--- config.mk ---
export PLATFORM = sky130hd
export DESIGN_NAME = dual_fetch_queue_flat
export DESIGN_NICKNAME = d
export VERILOG_FILES = /design/src/rtl/fetch_if.sv /design/src/rtl/dual_fetch_queue.sv /design/src/flat_wrapper.sv
export SDC_FILE = /design/constraint.sdc
export NUM_CORES = 1
export LEC_CHECK = 0
export ABC_AREA = 1
export CAP_MARGIN = 40
export CORE_MARGIN = 2
export CORE_UTILIZATION = 45
export DETAILED_ROUTE_END_ITERATION = 6
export PLACE_DENSITY = 0.68
export SYNTH_ARGS = -nofsm -noshare
export SYNTH_HDL_FRONTEND = slang
export SYNTH_SLANG_ARGS = --single-unit
--- constraint.sdc ---
create_clock -name clk -period 20 [get_ports clk]
set_clock_uncertainty 0.05 [all_clocks]
set_input_delay 4 -clock clk [delete_from_list [all_inputs] [get_ports clk]]
set_output_delay 4 -clock clk [all_outputs]
set_load 0.05 [all_outputs]
--- src/rtl/fetch_if.sv ---
// fetch_if: fetch-unit bus bundling both memory read ports, redirect, and decode output/consume signals.
interface fetch_if;
  logic [31:0] instr_addr;
  logic [31:0] instr_rdata;
  logic [31:0] instr_addr1;
  logic [31:0] instr_rdata1;
  logic        redirect_valid;
  logic [31:0] redirect_pc;
  logic        out0_valid;
  logic [31:0] out0_instr;
  logic [31:0] out0_pc;
  logic        out1_valid;
  logic [31:0] out1_instr;
  logic [31:0] out1_pc;
  logic [1:0]  deq_num;
  modport master (
    output instr_addr, instr_addr1, out0_valid, out0_instr, out0_pc, out1_valid, out1_instr, out1_pc,
    input  instr_rdata, instr_rdata1, redirect_valid, redirect_pc, deq_num
  );
  modport slave (
    input  instr_addr, instr_addr1, out0_valid, out0_instr, out0_pc, out1_valid, out1_instr, out1_pc,
    output instr_rdata, instr_rdata1, redirect_valid, redirect_pc, deq_num
  );
endinterface

--- src/rtl/dual_fetch_queue.sv ---
// dual_fetch_queue: two-wide instruction fetch into a circular queue, dual-issue output, redirect flush.
// Optional FETCH_STATS_EN adds stat_fetched / stat_flushes counters.
module dual_fetch_queue #(
  parameter logic [31:0] RESET_PC = 32'h0000_0000,
  parameter int          DEPTH    = 4
) (
  input  logic        clk,
  input  logic        rst,
  fetch_if.master     bus
`ifdef FETCH_STATS_EN
  ,
  output logic [31:0] stat_fetched,
  output logic [31:0] stat_flushes
`endif
);
  localparam int AW = $clog2(DEPTH);
  localparam logic [AW:0] L_DEPTH = (AW+1)'(DEPTH);
  logic [31:0]   r_pc;
  logic [AW-1:0] r_head, r_tail;
  logic [AW:0]   r_count;
  logic [31:0]   r_instr [DEPTH];
  logic [31:0]   r_pcs   [DEPTH];
  logic [31:0]   w_pc1;
  logic [AW:0]   w_free;
  logic [1:0]    w_enq, w_req, w_deq;
  logic [AW-1:0] w_t1, w_h1;
  assign w_pc1  = r_pc + 32'd4;
  assign w_t1   = r_tail + AW'(1);
  assign w_h1   = r_head + AW'(1);
  // enqueue depends only on registered count, keeping deq_num off the address path
  assign w_free = L_DEPTH - r_count;
  assign w_enq  = (w_free >= (AW+1)'(2)) ? 2'd2 : (w_free == (AW+1)'(1)) ? 2'd1 : 2'd0;
  assign w_req  = (bus.deq_num == 2'd3) ? 2'd2 : bus.deq_num;
  assign w_deq  = ((AW+1)'(w_req) > r_count) ? r_count[1:0] : w_req;
  assign bus.instr_addr  = r_pc;
  assign bus.instr_addr1 = w_pc1;
  assign bus.out0_valid  = r_count != '0;
  assign bus.out1_valid  = r_count >= (AW+1)'(2);
  assign bus.out0_instr  = bus.out0_valid ? r_instr[r_head] : '0;
  assign bus.out0_pc     = bus.out0_valid ? r_pcs[r_head]   : '0;
  assign bus.out1_instr  = bus.out1_valid ? r_instr[w_h1]   : '0;
  assign bus.out1_pc     = bus.out1_valid ? r_pcs[w_h1]     : '0;
  always_ff @(posedge clk) begin
    if (!bus.redirect_valid && w_enq != 2'd0) begin
      r_instr[r_tail] <= bus.instr_rdata;
      r_pcs[r_tail]   <= r_pc;
    end
    if (!bus.redirect_valid && w_enq == 2'd2) begin
      r_instr[w_t1] <= bus.instr_rdata1;
      r_pcs[w_t1]   <= w_pc1;
    end
  end
  always_ff @(posedge clk or posedge rst) begin
    if (rst) begin
      r_pc    <= RESET_PC;
      r_head  <= '0;
      r_tail  <= '0;
      r_count <= '0;
    end else if (bus.redirect_valid) begin
      r_pc    <= {bus.redirect_pc[31:2], 2'b00};
      r_head  <= '0;
      r_tail  <= '0;
      r_count <= '0;
    end else begin
      r_pc    <= r_pc + {28'd0, w_enq, 2'b00};
      r_tail  <= r_tail + AW'(w_enq);
      r_head  <= r_head + AW'(w_deq);
      r_count <= r_count + (AW+1)'(w_enq) - (AW+1)'(w_deq);
    end
  end
`ifdef FETCH_STATS_EN
  always_ff @(posedge clk or posedge rst) begin
    if (rst) begin
      stat_fetched <= '0;
      stat_flushes <= '0;
    end else if (bus.redirect_valid) begin
      stat_flushes <= stat_flushes + 32'd1;
    end else begin
      stat_fetched <= stat_fetched + {30'd0, w_enq};
    end
  end
`endif
endmodule

--- src/flat_wrapper.sv ---
// flat-port wrapper written by rule: the top's interface ports become plain ports
module dual_fetch_queue_flat 
#(
  parameter logic [31:0] RESET_PC = 32'h0000_0000,
  parameter int          DEPTH    = 4
)
  (clk, rst, bus_instr_addr, bus_instr_addr1, bus_out0_valid, bus_out0_instr, bus_out0_pc, bus_out1_valid, bus_out1_instr, bus_out1_pc, bus_instr_rdata, bus_instr_rdata1, bus_redirect_valid, bus_redirect_pc, bus_deq_num);
  fetch_if bus_i ();
  input  logic clk;
  input  logic rst;
  output wire logic [$bits(bus_i.instr_addr)-1:0] bus_instr_addr;
  output wire logic [$bits(bus_i.instr_addr1)-1:0] bus_instr_addr1;
  output wire logic [$bits(bus_i.out0_valid)-1:0] bus_out0_valid;
  output wire logic [$bits(bus_i.out0_instr)-1:0] bus_out0_instr;
  output wire logic [$bits(bus_i.out0_pc)-1:0] bus_out0_pc;
  output wire logic [$bits(bus_i.out1_valid)-1:0] bus_out1_valid;
  output wire logic [$bits(bus_i.out1_instr)-1:0] bus_out1_instr;
  output wire logic [$bits(bus_i.out1_pc)-1:0] bus_out1_pc;
  input wire logic [$bits(bus_i.instr_rdata)-1:0] bus_instr_rdata;
  input wire logic [$bits(bus_i.instr_rdata1)-1:0] bus_instr_rdata1;
  input wire logic [$bits(bus_i.redirect_valid)-1:0] bus_redirect_valid;
  input wire logic [$bits(bus_i.redirect_pc)-1:0] bus_redirect_pc;
  input wire logic [$bits(bus_i.deq_num)-1:0] bus_deq_num;
  assign bus_instr_addr = bus_i.instr_addr;
  assign bus_instr_addr1 = bus_i.instr_addr1;
  assign bus_out0_valid = bus_i.out0_valid;
  assign bus_out0_instr = bus_i.out0_instr;
  assign bus_out0_pc = bus_i.out0_pc;
  assign bus_out1_valid = bus_i.out1_valid;
  assign bus_out1_instr = bus_i.out1_instr;
  assign bus_out1_pc = bus_i.out1_pc;
  assign bus_i.instr_rdata = bus_instr_rdata;
  assign bus_i.instr_rdata1 = bus_instr_rdata1;
  assign bus_i.redirect_valid = bus_redirect_valid;
  assign bus_i.redirect_pc = bus_redirect_pc;
  assign bus_i.deq_num = bus_deq_num;
  dual_fetch_queue #(.RESET_PC(RESET_PC), .DEPTH(DEPTH)) u_core (.clk(clk), .rst(rst), .bus(bus_i));
endmodule
---- Yosys cells after proc, flatten, opt, wreduce, memory -nomap -nowiden ----
Memory sizes are Yosys's and may differ from the RTL's.
Cells that the tools add are included.
storage, ports and cells
  register bits ........................... 39
  bits in latches ......................... 0
  memory bits (writable) .................. 256
  memory bits (read-only) ................. 0
  bits of input ports ..................... 101
  output and inout bits ................... 194
  memories ................................ 2
cells by class
  add/sub/neg operators ................... 9
  $mul .................................... 0
  div/mod/pow operators ................... 0
  magnitude comparators ................... 3
  equality and inequality tests ........... 3
  shifts and indexed selects .............. 0
  multiplexer cells ....................... 16
  bitwise logic cells ..................... 0
  reductions and logical operators ........ 5
memories
  memory          depth  bits a word  rd ports  clocked after memory_dff  wr ports  RTL line                text
  u_core.r_instr  4      32           2         0                         2         dual_fetch_queue.sv:21  logic [31:0] r_instr [DEPTH];
  u_core.r_pcs    4      32           2         0                         2         dual_fetch_queue.sv:22  logic [31:0] r_pcs [DEPTH];
operators with widths
  operator               number
  $mux 32                5
  $add 32x3->32 const B  1
  $add 32x4->32          1
  $mux 2                 5
  $ge 3x2->1 const B     2
  $mux 1                 5
  $add 2x1->2 const B    2
  $add 2x2->2            2
  $eq 2x2->1 const B     2
  $add 3x2->3            1
  $eq 3x1->1 const B     1
  $gt 2x3->1             1
  $mux 3                 1
  $reduce_bool 3->1      1
  $sub 3x2->3            1
  $sub 3x3->3 const A    1
  $logic_and 1x1->1      2
  $reduce_bool 2->1      1
  $logic_not 1->1        1

---- Logic depth before layout (Yosys ltp) ----
Gate-level depths: netlist (run 1).
  word-level depth ........................ 8
  mapped depth ............................ 18
  depth with buffers taken out ............ 18

---- Least setup slack after synthesis (run 1) ----
OpenSTA, ideal clock, no wires.
  path kind ............................... input -> register
  from .................................... input bus_redirect_valid
  to ...................................... memory u_core.r_instr[0][0], enable pin
  setup time .............................. 568 ps
  arrival time ............................ 8630 ps
  path slack .............................. 10753 ps
  cell stages on the path ................. 3
  path through ............................ inv_1 > o21ai_0 > o21ai_0
RTL lines
  item         RTL line                text
  from (decl)  flat_wrapper.sv:21      input wire logic [$bits(bus_i.redirect_valid)-1:0] bus_redirect_valid;
  to (decl)    dual_fetch_queue.sv:21

---- Worst setup path in the final report (run 1) ----
  from .................................... register u_core.r_head[1]
  to ...................................... output bus_out1_pc[13]
on the way
  word-level cells in the longest chain between the ends .. 3
RTL lines
  item                    RTL line                text
  from (decl)             dual_fetch_queue.sv:19  logic [AW-1:0] r_head, r_tail;
  from (signal assigned)  dual_fetch_queue.sv:67  r_head <= r_head + AW'(w_deq);
  $add 2x1->2             dual_fetch_queue.sv:29  assign w_h1 = r_head + AW'(1);
  $mem_v2 4x32            --
  $mux 32                 dual_fetch_queue.sv:42  assign bus.out1_pc = bus.out1_valid ? r_pcs[w_h1] : '0;
  to (decl)               flat_wrapper.sv:18      output wire logic [$bits(bus_i.out1_pc)-1:0] bus_out1_pc;
Every way passes these cells.

==> metrics.md, run 1 <==
| Metric | Value |
|---|---|
| Fin. max-slew vios | `0` |
| Post-layout min period | `8900 ps` |
| Post_cts resized | `0` |
| CP Launch Type | `flop` |
| Dpl cells | `2993` |
| WP data arrival | `4850 ps` |
| R2r setup slk | `16210 ps` |
| CTS Buf Count | `34` |
| Clock sink total | `285` |
| Endpoints failing hold | `0` |
| Largest net degree at the start of global routing | `106` |
| WS Path Type | `reg -> out` |
| Placement row count | `72` |
| WL per Instance | `19.2 µm` |
| Worst Hold Endpoint | `u_core.bus.instr_addr[6]` |
| Worst r2r src | `u_core.r_count[1]` |
| Chip height | `202 µm` |
| Rel. slew slack | `41.0%` |
| Setup_tns | `0 ps` |
| RSZ-0062 raised after global routing | `false` |
| DRC violations left | `0` |
| Synthesized netlist cell count | `2324` |
| Asr flop ratio synth | `13.0%` |
| Ys Warns | `0` |
| Vias in the first global route | `16400` |
| Grt total ovfl | `0` |
| Fmax achieved | `112 MHz` |
| CP peak stage delay | `980 ps` |
| Share of cells above drive strength 1 | `5.88%` |
| DP HPWL | `37100 µm` |
| ANT cells | `0` |
| Ports | `295` |
| P_leak | `0.00905 µW` |
| Worst-path maximum fanout | `69` |
| First-pass GRT wire length | `89200 µm` |
| Worst-margin pin slew | `886 ps` |
| Final Util | `56.6%` |
| Crit path capture type | `output pin` |
| Final net count | `2628` |
| FF/Latch Area | `8380 µm²` |
| Hold path start | `u_core.bus.instr_addr[6]` |
| Post-synthesis cell area | `17700 µm²` |
| # fillers | `3471` |
| Multi-input gate area | `7950 µm²` |
| Initial antenna violation count | `0` |
| CTS tree | `yes` |
| Clk_lat worst skew | `520 ps` |
| Drt first pass iters | `5` |
| Non-filler instance count after layout | `3051` |
| Core ar. | `38700 µm²` |
| CTS Root Cell | `clkbuf_16` |
| DIE AREA | `40900 µm²` |
| Drt via density | `5.50` |
| Initial core utilization | `45.6%` |
| Sequential share of the synthesized area | `47.4%` |
| Max_cap viols | `0` |
| Post-synth EDFFs | `248` |
| Area Overhead vs Synth | `24.0%` |
| CTS H-tree lvls | `2` |
| Register-to-Register Path Depth | `12` |
| Status | `complete, no violations` |
| Setup Fix Bufs, Post-CTS | `0` |
| Routed vias | `16800` |
| Final Setup Violations | `0` |
| RD Place Congestion | `0.880` |
| Hold path depth | `2` |
| Cts hold-fix bufs | `0` |
| Post-Route WL | `58600 µm` |
| Clk buf depth | `3` |
| Dominant synthesized flop cell | `edfxtp_1` |
| GR Util All Layers | `28.2%` |
| Slowest-stage cell, CP | `dfrtp_4` |
| Reg-to-Reg End | `u_core.r_instr[1][21]` |
| Final Cycle Share | `44.5%` |
| Pwr/cell area | `180 nW/µm²` |
| DR iter-0 viols | `1651` |
| Avg Synthesized Cell Area | `7.61 µm²` |
| Crit-path cells | `buf_4 > nand2_1 > inv_2 > buf_4 > nand2_1 > a31oi_1 > clkdlybuf4s50_1` |
| Required @ worst endpoint | `15950 ps` |
| Die Wd | `202 µm` |
| Hold WC Path Type | `reg -> reg` |
| Netlist cell types | `36` |
| Clk slew on worst S/H paths | `60 ps` |
| #FFs+latches synth | `285` |
| Maximum vdd ir drop | `101 µV` |
| Antenna Violating Nets Remaining | `0` |
| IO Port Bufs | `284` |
==> report_power, final <==
group	total (µW)	switching, µW	internal, µW
Sequential	1020	123	892
Combinational	2350	1670	683
Clock	581	244	337
Total	3950	2040	1910
==> final cells by class <==
| cell class | instances | area share (%) |
|---|---|---|
| tap | 518 | 2.96 |
| inverter | 169 | 2.92 |
| clock inverter | 17 | 0.594 |
| timing repair buffer | 317 | 14.9 |
| clock buffer | 41 | 4.14 |
| multi-input combinational | 1704 | 36.3 |
| sequential | 285 | 38.2 |
==> layer usage <==
layer,track usage [%],share of wire (%),vias up
met5,0,0,-
met4,13.2,4.1,0
met3,4.27,10,158
met2,47.2,47,954
met1,36.0,38,7638
li1,-,-,8035
==> cell usage in the layout (no fill, tap or decap), types with 2 or more instances in the layout <==
cell type / n
o21ai_4: 4
buf_4: 23
conb_1: 8
clkbuf_1: 4
dfrtp_4: 2
inv_2: 9
a31oi_1: 53
a22oi_1: 12
inv_1: 158
nand2_1: 780
dfrtp_1: 35
o21ai_1: 5
clkbuf_8: 3
nor2_2: 18
and2_1: 5
nand2_4: 2
xor2_2: 3
nand3_2: 2
xor2_1: 18
clkinv_1: 5
xor2_4: 2
ha_1: 12
clkinv_2: 7
xnor2_1: 3
clkbuf_16: 34
nor2_8: 3
nand3_1: 65
nor3_4: 2
nand2_2: 10
o21ai_0: 370
inv_6: 3
a21oi_1: 139
clkdlybuf4s50_1: 284
nor2_4: 5
buf_16: 8
fa_1: 3
nor2_1: 176
edfxtp_1: 248
==> flip-flops by register name, summed over array words and instances, names as in the netlist <==
register / count
u_core.r_instr: 128
u_core.r_pcs: 120
u_core.bus.instr_addr: 30
u_core.r_count: 3
u_core.r_head: 2
u_core.r_tail: 2
==> critical path: cells and delay by family (launching register included) <==
family | cells | cell delay, ps
simple gates | 2 | 240
flops | 1 | 980
compound gates | 1 | 380
buf+inv | 4 | 2620
==> worst max path at each step <==
stage                       start                    to  slack, ps  cells after the start
5_1_grt          u_core.r_head[1]       bus_out1_pc[13]      10910                      7
3_3_place_gp     u_core.r_head[1]       bus_out1_pc[13]      11750                      7
3_5_place_dp     u_core.r_head[1]       bus_out1_pc[13]      11700                      7
4_1_cts          u_core.r_head[1]       bus_out1_pc[13]      11150                      7
6_report         u_core.r_head[1]       bus_out1_pc[13]      11100                      7
2_1_floorplan  bus_redirect_valid  u_core.r_instr[0][0]      10750                      3
==> per-stage QoR <==
step	power [µW]	setup WS, ps	hold WS [ps]	area, µm²
2_1_floorplan	2550	10750	567	17700
3_5_place_dp	3370	11700	578	20900
3_3_place_gp	3280	11750	571	20600
5_1_grt	4140	10910	625	21900
6_report	3950	11100	582	21900
4_1_cts	3960	11150	589	21900
==> cell families (layout without fill, tap and decap cells) <==
| family | after synthesis | count (layout) | share of synthesized area (%) |
|---|---|---|---|
| xor+xnor | 26 | 26 | 1.63 |
| fa+ha+maj | 16 | 16 | 1.26 |
| simple gates | 1069 | 1069 | 24.3 |
| flops | 285 | 285 | 47.4 |
| other cells | 1 | 8 | 0.0212 |
| buf+inv | 342 | 544 | 8.27 |
| compound gates | 585 | 585 | 17.1 |
==> synth_stat cells, types with 4 or more instances <==
library cell	n	area (µm²)
nand2_1	780	2930
ha_1	13	163
buf_4	27	203
clkbuf_1	68	255
nor2_4	4	45.0
dfrtp_1	37	926
o21ai_1	5	25.0
nand2_2	10	62.6
xor2_1	18	158
buf_2	62	310
nor2_1	180	676
a31oi_1	53	332
o21ai_0	374	1870
edfxtp_1	248	7450
inv_2	10	37.5
and2_1	5	31.3
a22oi_1	12	90.1
a21oi_1	139	696
nor2_2	15	93.8
inv_1	158	593
buf_1	16	60.1
nand3_1	65	325
Note: power is estimated with default switching activity, not from simulation.
==> inputs of run 2 (changes only) <==
PLACE_DENSITY = 0.71   (was 0.68)
clock period = 7.7 ns   (was 20 ns; I/O delays follow)
==> run 2 against run 1 <==
Register-to-register slack lost 12000 ps. First-iteration DRC count down 5.1%. Sequential power increased to 2.6 times the previous value. Sequential cell count stayed put. Largest power group unchanged. Hold slack improved by 26 ps. Combinational power rose to 2.6 times the previous value.
==> metrics.md, run 2 (same netlist as run 1, synthesis figures left out) <==
| Metric | Value |
|---|---|
| Final net count | `2631 (+0.11%)` |
| Cts hold-fix bufs | `0 (unchanged)` |
| Core ar. | `38700 µm² (unchanged)` |
| IO Port Bufs | `284 (unchanged)` |
| Most frequent cells in the layout | `nand2_1, o21ai_0, clkdlybuf4s50_1, edfxtp_1, nor2_1` |
| Crit path capture type | `output pin` |
| Rel. slew slack | `38.3% (-2.7 points)` |
| CTS H-tree lvls | `1 (-1)` |
| First-pass GRT wire length | `90600 µm (+1.6%)` |
| Area Overhead vs Synth | `24.7%` |
| GR Util All Layers | `28.2% (+0.051 points)` |
| Clk slew on worst S/H paths | `70 ps (about the same)` |
| Register-to-Register Path Depth | `18 (+6)` |
| Post_cts resized | `0 (unchanged)` |
| Required @ worst endpoint | `6110 ps (-9840 ps)` |
| Layout Cell Area excl Fill | `22000 µm² (+0.57%)` |
| CP Launch Type | `flop` |
| WL per Instance | `19.3 µm (+0.35%)` |
| Worst-margin pin slew | `926 ps (+40.5 ps)` |
| Commonest non-fill, non-tap cell in the layout | `nand2_1` |
| CTS Root Cell | `clkbuf_16` |
| Pwr/cell area | `470 nW/µm² (+160%)` |
| Routed vias | `17100 (+1.8%)` |
| CTS tree | `yes` |
| Crit-path cells | `nand2_1 > inv_2 > buf_4 > nand2_1 > a31oi_1 > clkdlybuf4s50_1` |
| CTS Buf Count | `31 (-8.8%)` |
| Initial antenna violation count | `0 (unchanged)` |
| Fmax achieved | `179 MHz` |
| Clk buf depth | `3 (unchanged)` |
| Die Wd | `202 µm (unchanged)` |
| Post-layout min period | `5590 ps` |
| Antenna Violating Nets Remaining | `0 (unchanged)` |
| Fin. max-slew vios | `0 (unchanged)` |
| Vias in the first global route | `16700 (+2.0%)` |
| Slowest-stage cell, CP | `clkdlybuf4s50_1` |
| Ports | `295 (unchanged)` |
| RSZ-0062 raised after global routing | `false` |
| Drt first pass iters | `6 (+1)` |
| P_leak | `0.00910 µW (+0.59%)` |
| Hold path depth | `2 (unchanged)` |
| Maximum vdd ir drop | `271 µV (+170%)` |
| DP HPWL | `37900 µm (+2.2%)` |
| Grt total ovfl | `0 (unchanged)` |
| Hold WC Path Type | `reg -> reg` |
| Hold path start | `u_core.bus.instr_addr[6]` |
| Worst Hold Endpoint | `u_core.bus.instr_addr[6]` |
| DR iter-0 viols | `1566 (-5.1%)` |
| R2r setup slk | `3910 ps (-12300 ps)` |
| Worst-path maximum fanout | `52 (-25%)` |
| Chip height | `202 µm (unchanged)` |
| Clk_lat worst skew | `570 ps (+50 ps)` |
| Placement row count | `72 (unchanged)` |
| CP most frequent cell | `nand2_1` |
| Setup_tns | `0 ps (unchanged)` |
| Final Cycle Share | `72.6%` |
| Drt via density | `5.59 (+1.7%)` |
| Largest net degree at the start of global routing | `133 (+25%)` |
| Final Setup Violations | `0 (unchanged)` |
| Post-Route WL | `58900 µm (+0.52%)` |
| Share of cells above drive strength 1 | `6.11% (+0.22 points)` |
| Reg-to-Reg End | `u_core.bus.instr_addr[30]` |
| Initial core utilization | `45.6% (unchanged)` |
| WP data arrival | `4000 ps (-850 ps)` |
| DIE AREA | `40900 µm² (unchanged)` |
| Status | `complete, no violations` |
| WS Path Type | `reg -> out` |
| DRC violations left | `0 (unchanged)` |
| CP peak stage delay | `850 ps (-130 ps)` |
| Setup Fix Bufs, Post-CTS | `0 (unchanged)` |
| Number of flip-flops in the largest register | `128 (unchanged)` |
| Endpoints failing hold | `0 (unchanged)` |
| ANT cells | `0 (unchanged)` |
| Worst r2r src | `u_core.r_count[1]` |
| Max_cap viols | `0 (unchanged)` |
| Most flops, register | `u_core.r_instr` |
| Clock sink total | `285 (unchanged)` |
| Placed cell areas | `21000 µm² (+0.37%)` |
| RD Place Congestion | `0.868 (-1.4%)` |
-- run 2: per-layer routing --
metal / GRT usage (%) / vias to the layer above / wire [µm]
met1: 36.2 / 7947 / 22800
met2: 47.6 / 943 / 28200
li1: - / 8052 / -
met5: 0 / - / 0
met4: 11.9 / 0 / 2030
met3: 4.40 / 148 / 5920
-- run 2: worst max-delay path by stage --
stage | from | cells past startpoint | slack, ps | end
global route | u_core.r_head[1] | 6 | 1980 | bus_out1_pc[27]
global placement | u_core.r_head[1] | 6 | 2740 | bus_out1_pc[27]
finish | u_core.r_head[1] | 6 | 2110 | bus_out1_instr[16]
detailed placement | u_core.r_head[1] | 6 | 2770 | bus_out1_pc[22]
floorplan | bus_redirect_valid | 3 | 910 | u_core.r_instr[0][0]
CTS | u_core.r_head[1] | 6 | 2170 | bus_out1_pc[22]
-- run 2: final cells by class --
cell class | count | area, µm²
Clock buffer | 40 | 840
Tap cell | 518 | 648
Clock inverter | 17 | 245
Timing Repair Buffer | 323 | 3330
Multi-Input combinational cell | 1704 | 7950
Fill cell | 3492 | 16700
Inverter | 169 | 644
Sequential cell | 285 | 8380
-- run 2: critical path, delay by kind of cell, from the launching register on --
kind	cells	cell delay, ps
flops	1	810
compound gates	1	270
buf+inv	3	2040
simple gates	2	240
-- run 2: where the power goes --
part	internal, µW	leakage [µW]	switching [µW]
logic	1790	0.00581	4380
registers	2320	0.00277	296
clock network	967	0.000525	626
-- run 2: stage by stage --
stage / total power [µW] / utilization, % / hold WS (ps) / worst slack (ps) / std cells
global placement: 8510 / 53.3 / 566 / 2740 / 2985
CTS: 10400 / 56.9 / 608 / 2170 / 3056
finish: 10400 / 56.9 / 607 / 2110 / 3056
detailed placement: 8770 / 54.1 / 594 / 2770 / 2999
global route: 10900 / 56.9 / 654 / 1980 / 3056
floorplan: 6620 / - / 567 / 913 / 2331
==> inputs of run 3 (changes only) <==
PLACE_DENSITY = 0.68   (was 0.71)
clock period = 5.7 ns   (was 7.7 ns; I/O delays follow)
==> run 3 against run 2 <==
Via count is 1.7% lower. Clock power is 36% higher. Cell area is 0.26% lower. Final cell count stayed put. Non-clock buffer count is 4 lower. Sequential power is 36% higher. Core utilization is 0.15 points lower.
==> metrics.md, run 3 (same netlist as run 1, synthesis figures left out) <==
| Metric | Value |
|---|---|
| Vias in the first global route | `16200 (-3.0%)` |
| Pwr/cell area | `635 nW/µm² (+35%)` |
| Area Overhead vs Synth | `24.3%` |
| Routed vias | `16800 (-1.7%)` |
| Hold WC Path Type | `reg -> reg` |
| Number of flip-flops in the largest register | `128 (unchanged)` |
| Drt via density | `5.50 (-1.7%)` |
| Core ar. | `38700 µm² (unchanged)` |
| Final net count | `2630 (-0.038%)` |
| CTS H-tree lvls | `2 (+1)` |
| GR Util All Layers | `28.1% (-0.14 points)` |
| Worst-path maximum fanout | `58 (+12%)` |
| Pre-CTS setup slack | `1410 ps (-1350 ps)` |
| WS Path Type | `reg -> out` |
| Crit path capture type | `output pin` |
| WHS | `583 ps (-24.8 ps)` |
| Most frequent cells in the layout | `nand2_1, o21ai_0, clkdlybuf4s50_1, edfxtp_1, nor2_1` |
| P_leak | `0.00907 µW (-0.29%)` |
| WP data arrival | `3690 ps (-310 ps)` |
| CTS Buf Count | `34 (+9.7%)` |
| Dpl cells | `2995 (-0.13%)` |
| CTS tree | `yes` |
| Non-filler instance count after layout | `3056 (unchanged)` |
| Clk slew on worst S/H paths | `60 ps (about the same)` |
| Clock sink total | `285 (unchanged)` |
| Worst-margin pin slew | `917 ps (-9.46 ps)` |
| Setup Fix Bufs, Post-CTS | `0 (unchanged)` |
| Post-Route WL | `58100 µm (-1.3%)` |
| Clk buf depth | `3 (unchanged)` |
| Final Setup Violations | `0 (unchanged)` |
| CP Launch Type | `flop` |
| Clk_lat worst skew | `510 ps (-60 ps)` |
| Worst r2r src | `u_core.r_count[1]` |
| CTS Root Cell | `clkbuf_16` |
| Cts hold-fix bufs | `0 (unchanged)` |
| Share of cells above drive strength 1 | `5.79% (-0.31 points)` |
| Worst Hold Endpoint | `u_core.bus.instr_addr[6]` |
| DIE AREA | `40900 µm² (unchanged)` |
| Final Util | `56.7% (-0.15 points)` |
| Hold path depth | `2 (unchanged)` |
| Endpoints failing hold | `0 (unchanged)` |
| Register-to-Register Path Depth | `18 (unchanged)` |
| Placement row count | `72 (unchanged)` |
| Placed cell areas | `20900 µm² (-0.37%)` |
| Final WS setup | `822 ps (-1280 ps)` |
| Required @ worst endpoint | `4510 ps (-1600 ps)` |
| Rel. slew slack | `38.9% (+0.63 points)` |
| Die Wd | `202 µm (unchanged)` |
| IO Port Bufs | `284 (unchanged)` |
| RD Place Congestion | `0.890 (+2.6%)` |
| Post-layout min period | `4880 ps` |
| Drt first pass iters | `6 (unchanged)` |
| Commonest non-fill, non-tap cell in the layout | `nand2_1` |
| First-pass GRT wire length | `89600 µm (-1.1%)` |
| Layout Cell Area excl Fill | `22000 µm² (-0.26%)` |
| Status | `complete, no violations` |
| DP HPWL | `36800 µm (-3.0%)` |
| Maximum vdd ir drop | `396 µV (+46%)` |
| Ports | `295 (unchanged)` |
| WL per Instance | `19.0 µm (-1.3%)` |
| RSZ-0062 raised after global routing | `false` |
| Grt total ovfl | `0 (unchanged)` |
| Hold path start | `u_core.bus.instr_addr[6]` |
| Most flops, register | `u_core.r_instr` |
| Post_cts resized | `0 (unchanged)` |
| Initial antenna violation count | `0 (unchanged)` |
| Antenna Violating Nets Remaining | `0 (unchanged)` |
| # fillers | `3540 (+1.4%)` |
| Chip height | `202 µm (unchanged)` |
| Fmax achieved | `205 MHz` |
| Max_cap viols | `0 (unchanged)` |
| DR iter-0 viols | `1567 (+0.064%)` |
| DRC violations left | `0 (unchanged)` |
| R2r setup slk | `1950 ps (-1960 ps)` |
| Initial core utilization | `45.6% (unchanged)` |
| Reg-to-Reg End | `u_core.bus.instr_addr[30]` |
| Largest net degree at the start of global routing | `72 (-46%)` |
| Fin. max-slew vios | `0 (unchanged)` |
| Final Cycle Share | `85.6%` |
==> run 3: cell types whose count changed in the layout (fill, tap and decap cells not counted), moves of 2 or more <==
cell	before	now
clkbuf_16	31	37
clkbuf_1	6	11
inv_2	5	9
clkinv_1	2	4
buf_12	8	6
bufinv_16	6	3
clkinvlp_4	3	0
clkbuf_8	3	0
clkinv_2	10	5
==> run 3: per-layer routing <==
layer  global-route usage, %  share of wire, %  vias up
li1                        -                 -     8059
met1                    36.2                39     7811
met2                    48.3                49      814
met3                    4.10               9.4      111
met4                    10.1               3.1        0
met5                       0                 0        -
==> run 3: worst max path at each step <==
stage	from	to	depth (start not counted)
after floorplan	bus_redirect_valid	u_core.r_instr[0][0]	3
after global placement	u_core.r_head[1]	bus_out0_instr[26]	6
after detailed placement	u_core.r_head[1]	bus_out0_instr[18]	7
after CTS	u_core.r_head[1]	bus_out0_instr[18]	7
after global routing	u_core.r_head[1]	bus_out0_instr[18]	7
final	u_core.r_head[1]	bus_out0_instr[18]	7
==> run 3: through the flow <==
step / total power, µW / setup TNS [ps]
2_1_floorplan: 8940 / -170470
3_3_place_gp: 11500 / 0
3_5_place_dp: 11800 / 0
4_1_cts: 14000 / 0
5_1_grt: 14600 / 0
6_report: 14000 / 0
==> run 3: final cells by class <==
cell class	count	area [µm²]	area share (%)
inverter	169	639	2.91
antenna	1	2.50	0.0114
multi-input combinational	1704	7950	36.2
clock buffer	48	967	4.40
timing repair buffer	319	3260	14.8
tap	518	648	2.95
clock inverter	12	135	0.615
sequential	285	8380	38.1
==> run 3: critical path, cell delays in order (launching register included) <==
cell and delay (ps):
dfrtp_4 880, inv_2 390, buf_12 290, buf_4 240, a21oi_1 140, o21ai_0 110, a21oi_1 230, clkdlybuf4s50_1 840
==> run 3: power by group <==
part	total [µW]	internal (µW)	switching, µW
clock network	2160	1320	846
logic	8230	2390	5840
registers	3560	3130	427
